**config.mk**
```make
export PLATFORM = sky130hd
export DESIGN_NAME = debounce_bank
export DESIGN_NICKNAME = d
export VERILOG_FILES = /design/src/rtl/debounce_pkg.sv /design/src/rtl/debounce_chan.sv /design/src/rtl/debounce_bank.sv
export SDC_FILE = /design/constraint.sdc
export NUM_CORES = 1
export LEC_CHECK = 0
export ABC_AREA = 0
export CORE_MARGIN = 2
export CORE_UTILIZATION = 60
export DETAILED_ROUTE_END_ITERATION = 10
export PLACE_DENSITY = 0.89
export SYNTH_ARGS = -nofsm -noshare
export SYNTH_HDL_FRONTEND = slang
export SYNTH_SLANG_ARGS = --single-unit
```
**constraint.sdc**
```tcl
create_clock -name clk -period 3.9 [get_ports clk]
set_clock_uncertainty 0.1 [all_clocks]
set_input_delay 1.17 -clock clk [delete_from_list [all_inputs] [get_ports clk]]
set_output_delay 1.17 -clock clk [all_outputs]
set_load 0.01 [all_outputs]
```
**src/rtl/debounce_pkg.sv**
```systemverilog
`default_nettype none
//============================================================================
// Module      : debounce_pkg
// Description : Shared helpers and default filter lengths for the
//               debounce_bank slice.
// Revision    : 1.0 - initial release
//============================================================================
package debounce_pkg;

    // Typical filter lengths, in qualifying samples minus one.
    localparam int KEYPAD_COUNT_MAX = 255;
    localparam int BUTTON_COUNT_MAX = 65535;

    // Width of a counter that must hold 0..max_count inclusive.
    function automatic int cnt_width(input int max_count);
        return (max_count < 1) ? 1 : $clog2(max_count + 1);
    endfunction

endpackage : debounce_pkg
`default_nettype wire

```
**src/rtl/debounce_chan.sv**
```systemverilog
`default_nettype none
//============================================================================
// Module      : debounce_chan
// Description : One debounce channel. A candidate level must be seen for
//               COUNT_MAX+1 consecutive qualifying samples before it is
//               committed to o_dout; commits that change the level raise a
//               single-cycle rise or fall pulse.
// Build option: DEBOUNCE_BANK_SYNC_EN - insert a two-flop synchroniser
//               (reset to RESET_BIT) in front of the filter.
// Revision    : 1.0 - initial release
//============================================================================
module debounce_chan
    import debounce_pkg::*;
#(
    parameter int   COUNT_MAX = KEYPAD_COUNT_MAX,
    parameter logic RESET_BIT = 1'b0
) (
    input  logic clk,
    input  logic rst_n,
    input  logic i_tick,
    input  logic i_din,
    output logic o_dout,
    output logic o_rise,
    output logic o_fall,
    output logic o_event_nxt
);

    // Counter only ever needs to reach COUNT_MAX, where it saturates.
    localparam int CNT_W = cnt_width(COUNT_MAX);
    localparam logic [CNT_W-1:0] c_cnt_max = CNT_W'(COUNT_MAX);

    logic             w_sample;
    logic             r_cand;
    logic [CNT_W-1:0] r_cnt;
    logic             r_dout;
    logic             r_rise;
    logic             r_fall;

    logic             w_mismatch;
    logic             w_saturated;
    logic             w_commit;
    logic             w_rise_nxt;
    logic             w_fall_nxt;

`ifdef DEBOUNCE_BANK_SYNC_EN
    logic r_sync1;
    logic r_sync2;

    // Two-flop synchroniser for an input that may be asynchronous to clk.
    always_ff @(posedge clk or negedge rst_n) begin
        if (!rst_n) begin
            r_sync1 <= RESET_BIT;
            r_sync2 <= RESET_BIT;
        end else begin
            r_sync1 <= i_din;
            r_sync2 <= r_sync1;
        end
    end

    assign w_sample = r_sync2;
`else
    // Caller guarantees i_din is already synchronous to clk.
    assign w_sample = i_din;
`endif

    // Qualification decode: a mismatch always wins, even without a tick.
    always_comb begin
        w_mismatch  = (w_sample != r_cand);
        w_saturated = (r_cnt == c_cnt_max);
        w_commit    = !w_mismatch && i_tick && w_saturated;
        // Re-committing the level already on o_dout is silent.
        w_rise_nxt  = w_commit &&  r_cand && !r_dout;
        w_fall_nxt  = w_commit && !r_cand &&  r_dout;
    end

    // Candidate level and its run-length counter.
    always_ff @(posedge clk or negedge rst_n) begin
        if (!rst_n) begin
            r_cand <= RESET_BIT;
            r_cnt  <= '0;
        end else if (w_mismatch) begin
            // Any disagreement restarts the interval from scratch.
            r_cand <= w_sample;
            r_cnt  <= '0;
        end else if (i_tick && !w_saturated) begin
            r_cnt  <= r_cnt + 1'b1;
        end
    end

    // Committed level plus its one-cycle edge pulses.
    always_ff @(posedge clk or negedge rst_n) begin
        if (!rst_n) begin
            r_dout <= RESET_BIT;
            r_rise <= 1'b0;
            r_fall <= 1'b0;
        end else begin
            if (w_commit) begin
                r_dout <= r_cand;
            end
            r_rise <= w_rise_nxt;
            r_fall <= w_fall_nxt;
        end
    end

    assign o_dout      = r_dout;
    assign o_rise      = r_rise;
    assign o_fall      = r_fall;
    // Exposed so the bank can register its summary flag alongside the pulses.
    assign o_event_nxt = w_rise_nxt | w_fall_nxt;

endmodule : debounce_chan
`default_nettype wire

```
**src/rtl/debounce_bank.sv**
```systemverilog
`default_nettype none
//============================================================================
// Module      : debounce_bank
// Description : NUM_CH independent debounce channels with a shared sample
//               tick, per-channel reset level, rise/fall event pulses and a
//               registered "any channel changed" flag.
// Build option: DEBOUNCE_BANK_SYNC_EN - every channel gets a two-flop
//               input synchroniser (adds two clocks of latency).
// Revision    : 1.0 - initial release
//============================================================================
module debounce_bank
    import debounce_pkg::*;
#(
    parameter int                NUM_CH      = 4,
    parameter int                COUNT_MAX   = KEYPAD_COUNT_MAX,
    parameter logic [NUM_CH-1:0] RESET_LEVEL = {NUM_CH{1'b0}}
) (
    input  logic              clk,
    input  logic              rst_n,
    input  logic              tick,
    input  logic [NUM_CH-1:0] din,
    output logic [NUM_CH-1:0] dout,
    output logic [NUM_CH-1:0] rise,
    output logic [NUM_CH-1:0] fall,
    output logic              changed
);

    logic [NUM_CH-1:0] w_event_nxt;
    logic              r_changed;

    // One filter per input pin; channels share nothing but clk/rst/tick.
    for (genvar gi = 0; gi < NUM_CH; gi++) begin : g_chan
        debounce_chan #(
            .COUNT_MAX (COUNT_MAX),
            .RESET_BIT (RESET_LEVEL[gi])
        ) u_chan (
            .clk         (clk),
            .rst_n       (rst_n),
            .i_tick      (tick),
            .i_din       (din[gi]),
            .o_dout      (dout[gi]),
            .o_rise      (rise[gi]),
            .o_fall      (fall[gi]),
            .o_event_nxt (w_event_nxt[gi])
        );
    end

    // Summary flag registered from the same next-state terms as the pulses,
    // so it lines up with rise/fall cycle for cycle.
    always_ff @(posedge clk or negedge rst_n) begin
        if (!rst_n) begin
            r_changed <= 1'b0;
        end else begin
            r_changed <= |w_event_nxt;
        end
    end

    assign changed = r_changed;

endmodule : debounce_bank
`default_nettype wire

```
==> results.cfg, run 1 <==
[cells_and_area]
synthToLayoutAreaGrowth_pct = 9.24
multi_input_area_um2 = 1070
final_cell_mix = dfrtp_1, nor2_1, clkdlybuf4s50_1
antennaDiodeCount = 0
mostFrequentLayoutCell = dfrtp_1
seq_area_um2 = 1230
instances_no_fill = 304
drive_gt1_frac = 0.0512
final_nets = 264
nFillCells = 329

[logic_synthesis]
syn_area_um2 = 2440
synth_seq_cells = 49
synthArstFlopShare = 1.00
synth_flop_cell = dfrtp_1
synth_cell_types = 37
ys_seq_area_frac = 0.503
yosys.area.top_type = dfrtp_1
avgSynthCellArea_um2 = 9.98
synth.area.top_cells = dfrtp_1, nor2_1, xor2_1
synth_top_cell_area_share = 0.503
netlist_instances = 244
syn_nets = 255
synth-edff-count = 0
yosysWarningCount = 0

[drt]
vias_per_cell = 5.93
antenna_left = 0
drtIter0Drc = 77
post-route-drc-count = 0
routedWlPerCell_um = 14.3
dr_wl_met2_mm = 2.15
wirelength_mm = 4.34
vias = 1802
wl_met1_mm = 1.97
routed.top_layer = met4
dr.pass1.iters = 4
wl_met3_um = 160

[clocking]
cts_made_buffers = 5
cts_resized = 0
clk_latency_ps = 300
cts-root-buf = clkbuf_8
hold_buffers = 0
cts-htree-levels = 2
clk_pin_slew_ps = 80
cts_setup_buffers = 0
clock_sinks = 49
clockBufferDepth = 2
cts_tree = yes

[timing]
hold_viol_final = 0
slew_headroom = 0.295
period_share = 0.711
max_freq_mhz = 361
tns_ps = 0
rsz0062_at_grt = false
setup_viol = 0
worstMarginPinSlew_ps = 1060
period_minus_slack_ps = 2770
slew_viol_final = 0

[min_path]
hold_path.class = register to register
hp-start = g_chan[3].u_chan.o_dout
hold_depth = 1
hold_path_end = g_chan[3].u_chan.o_rise

[job]
drv_cap = 0

[grt]
antenna_found_initial = 0
grt-ovfl-total = 0
grt_pass1_wl_mm = 7.28
grt_pass1_vias = 1639
track_usage = 0.213
grt_max_degree = 50

[critical_path]
critPathArrivalTime_ps = 2880
cp-start-kind = primary input
worst-r2r-cell-count = 5
r2r_slack_ps = 2000
regToRegEndpoint = g_chan[2].u_chan.r_cnt[7]
required_ps = 4010
critPathMaxFanout = 12
critPathCaptureType = register
path_class = primary input to register
critPathSlowestCell = clkdlybuf4s50_1
crit_start = tick
max_stage_delay_ps = 620
crit_chain = clkdlybuf4s50_1 > buf_4 > nand3_1 > or3_1 > o221ai_1
timing.rr.start = g_chan[2].u_chan.r_cnt[0]

[pwr]
pwr-share-clk = 0.308
internal-power_mw = 0.693
swShare = 0.249
p_sw_mw = 0.230
cellPowerDensity_nw_per_um2 = 347
leakage_nw = 1.12
ir_drop_mv = 0.213
comb_power_share = 0.101
pwr-share-seq = 0.591

[floorplan]
start_util = 0.618
io_pins = 20
dieArea_um2 = 4590
die_h_um = 67.7
num_rows = 23
die_w_um = 67.7
core_area_um2 = 3940

[placed_design]
hpwl_mm = 3.15
placed_cells = 296
io_buffers = 19
gp_congestion = 0.781

[outcome]
status = finished, final reports clean
worst max path at each step:
stage / end / slack, ps
global route: changed / 1010
finish: changed / 1130
global placement: g_chan[1].u_chan.o_dout / 900
CTS: changed / 1120
detailed placement: changed / 790
floorplan: g_chan[2].u_chan.r_cnt[5] / 1480
flip-flops by register name, indices dropped and copies added, names as in the netlist:
register              cells
changed                   1
g_chan.u_chan.o_dout      4
g_chan.u_chan.o_fall      4
g_chan.u_chan.o_rise      4
g_chan.u_chan.r_cand      4
g_chan.u_chan.r_cnt      32
per-stage QoR:
stage	power, mW	instance area, µm²	hold slack, ps	setup WS (ps)	util
after floorplan	0.613	2440	375	1480	-
after global placement	0.645	2580	398	898	0.655
after detailed placement	0.651	2580	413	794	0.655
after CTS	0.928	2660	424	1120	0.675
after global routing	0.963	2660	463	1010	0.675
final	0.923	2660	427	1130	0.675
synthesized netlist by cell type, drive strengths merged, types with 5 or more instances:
master and n:
nor2 33, and3 5, dfrtp 49, buf 13, nand3 9, nor3 9, nand2 14, and4 5
a21oi 14, clkbuf 6, o211ai 5, xor2 12, o21ai 7, or3 6, a211oi 5, nand4 7
xnor2 7, inv 6
critical path: cells and delay by family:
kind	cells	cell delay [ps]
AO/OA/AOI/OAI	1	230
AND/OR/NAND/NOR	2	620
buffers and inverters	2	850
power groups by stage:
stage	registers (mW)	clock network (mW)	logic [mW]
floorplan	0.552	0	0.0610
global placement	0.555	0	0.0902
detailed placement	0.556	0	0.0947
CTS	0.546	0.287	0.0948
global route	0.549	0.308	0.106
finish	0.546	0.284	0.0928
cells by family after synthesis:
kind of cell | count (synthesis) | synth area share
adder cells (fa/ha/maj) | 4 | 0.0205
multiplexers | 5 | 0.0211
flip-flops | 49 | 0.503
XOR/XNOR | 19 | 0.0683
AO/OA/AOI/OAI | 46 | 0.126
buffers and inverters | 25 | 0.0575
AND/OR/NAND/NOR | 96 | 0.203
layer usage:
layer	vias to the layer above	GRT usage
met5	-	0
met3	7	0.0583
met2	39	0.364
met1	870	0.264
li1	886	-
met4	0	0.0587
layout make-up:
class | count | area share
tap | 50 | 0.0235
inverter | 6 | 0.00846
multi-input combinational | 170 | 0.402
timing repair buffer | 21 | 0.0752
sequential | 49 | 0.461
clock buffer | 8 | 0.0301
(Power assumes the default switching activity.)
==> run 2, diff against run 1 <==
--- a/config.mk
+++ b/config.mk
@@ -7,9 +7,9 @@
 export LEC_CHECK = 0
 export ABC_AREA = 0
 export CORE_MARGIN = 2
-export CORE_UTILIZATION = 60
+export CORE_UTILIZATION = 52
 export DETAILED_ROUTE_END_ITERATION = 10
-export PLACE_DENSITY = 0.89
+export PLACE_DENSITY = 0.82
 export SYNTH_ARGS = -nofsm -noshare
 export SYNTH_HDL_FRONTEND = slang
 export SYNTH_SLANG_ARGS = --single-unit
==> constraint.sdc (replaced) <==
create_clock -name clk -period 2.5 [get_ports clk]
set_clock_uncertainty 0.1 [all_clocks]
set_input_delay 0.75 -clock clk [delete_from_list [all_inputs] [get_ports clk]]
set_output_delay 0.75 -clock clk [all_outputs]
set_load 0.01 [all_outputs]
==> run 2 against run 1 <==
Effect of this change:
- setup slack got worse by 810 ps
- count of clock-buffer cells in the layout decreased by 1
- critical path type is now register to output pin
- highest routed layer unchanged
- largest power group unchanged
- power increased by 64%
- sequential share of layout area decreased by 1.9 points
- largest cell class unchanged
==> results.cfg, run 2 (synthesis results as in run 1) <==
[outcome]
status = finished, final reports clean

[min_path]
hold_path.class = primary input to async pin

[clocking]
cts-root-buf = clkbuf_8
cts_made_buffers = 5
clk_pin_slew_ps = 90
cts_setup_buffers = 0
cts_resized = 0
clk_latency_ps = 290
cts-htree-levels = 2
cts_tree = yes
hold_buffers = 0
clock_sinks = 49
clockBufferDepth = 2

[placed_design]
placed_cell_area_um2 = 2670
placed_cells = 308
hpwl_mm = 3.30
pre_cts_slack_ps = 9.29
io_buffers = 19
gp_congestion = 0.795

[cells_and_area]
drive_gt1_frac = 0.0985
regMostFlops = g_chan.u_chan.r_cnt
instances_no_fill = 316
antennaDiodeCount = 0
mostFrequentLayoutCell = dfrtp_1
synthToLayoutAreaGrowth_pct = 13.8
stdcell_area_um2 = 2770
final_cell_mix = dfrtp_1, nor2_1, clkdlybuf4s50_1
post-route-util = 0.624
final_nets = 274
largest_reg_flops = 32

[critical_path]
critPathArrivalTime_ps = 1330
path_class = register to output pin
critPathCaptureType = output pin
r2r_slack_ps = 610
critical_path_buf_inv_count = 1
cp-start-kind = register
critPathTopFamily = buffers and inverters
max_stage_delay_ps = 580
crit_chain = clkdlybuf4s50_1
required_ps = 1650
critPathSlowestCell = clkdlybuf4s50_1
critPathMaxFanout = 7

[floorplan]
num_rows = 24
io_pins = 20
start_util = 0.548
dieArea_um2 = 5250
die_h_um = 72.4
die_w_um = 72.4
core_area_um2 = 4440

[drt]
post-route-drc-count = 0
routedWlPerCell_um = 14.0
wl_met1_mm = 2.00
wirelength_mm = 4.41
dr_wl_met2_mm = 2.20
vias_per_cell = 5.78
drtIter0Drc = 116
vias = 1827
dr.pass1.iters = 4
antenna_left = 0
wl_met3_um = 138
routed.top_layer = met4

[timing]
slew_headroom = 0.589
rsz0062_at_grt = false
period_share = 0.872
period_minus_slack_ps = 2180
max_freq_mhz = 459
holdWs_ps = 319
worstMarginPinSlew_ps = 611
tns_ps = 0
hold_viol_final = 0
slew_viol_final = 0
setup_viol = 0
worst_slack_ps = 321

[grt]
antenna_found_initial = 0
grt_max_degree = 28
grt-ovfl-total = 0
grt_pass1_vias = 1882
grt_pass1_wl_mm = 7.96
track_usage = 0.188

[pwr]
leakage_nw = 1.18
fin_total_pwr_mw = 1.51
ir_drop_mv = 0.329
cellPowerDensity_nw_per_um2 = 545

[job]
drv_cap = 0
-- run 2: cell types whose count changed in the layout (fill, tap and decap cells not counted), sizes merged --
cell,delta
clkbuf,-1
clkinv,+1
buf,+10
-- run 2: path summary, 6_finish.rpt --
kind,endpoint,from,cells after the start
max,dout[0],g_chan[0].u_chan.o_dout,1
min,g_chan[1].u_chan.r_cnt[5],rst_n,1
max reg2reg,g_chan[2].u_chan.r_cnt[5],g_chan[2].u_chan.r_cnt[0],5
min reg2reg,g_chan[3].u_chan.o_fall,g_chan[3].u_chan.r_cand,1
max in group asynchronous,g_chan[0].u_chan.r_cnt[3],rst_n,2
min in group clk,g_chan[3].u_chan.o_fall,g_chan[3].u_chan.r_cand,1
-- run 2: final cells by class --
class,count,area [µm²]
Clock buffer,7,96.3
Tap cell,52,65.1
Clock inverter,1,5.00
Sequential cell,49,1230
Timing Repair Buffer,31,288
Inverter,6,22.5
Multi-Input combinational cell,170,1070
Fill cell,370,1670
-- run 2: per-layer routing --
| layer | global-route usage | vias up |
|---|---|---|
| met2 | 0.325 | 32 |
| met5 | 0 | - |
| met4 | 0.0638 | 0 |
| met3 | 0.0361 | 7 |
| li1 | - | 897 |
| met1 | 0.237 | 891 |
-- run 2: report_power, final --
part | internal (mW) | total, mW | switching [mW]
combinational | 0.0747 | 0.161 | 0.0862
clock | 0.250 | 0.499 | 0.249
sequential | 0.821 | 0.852 | 0.0306
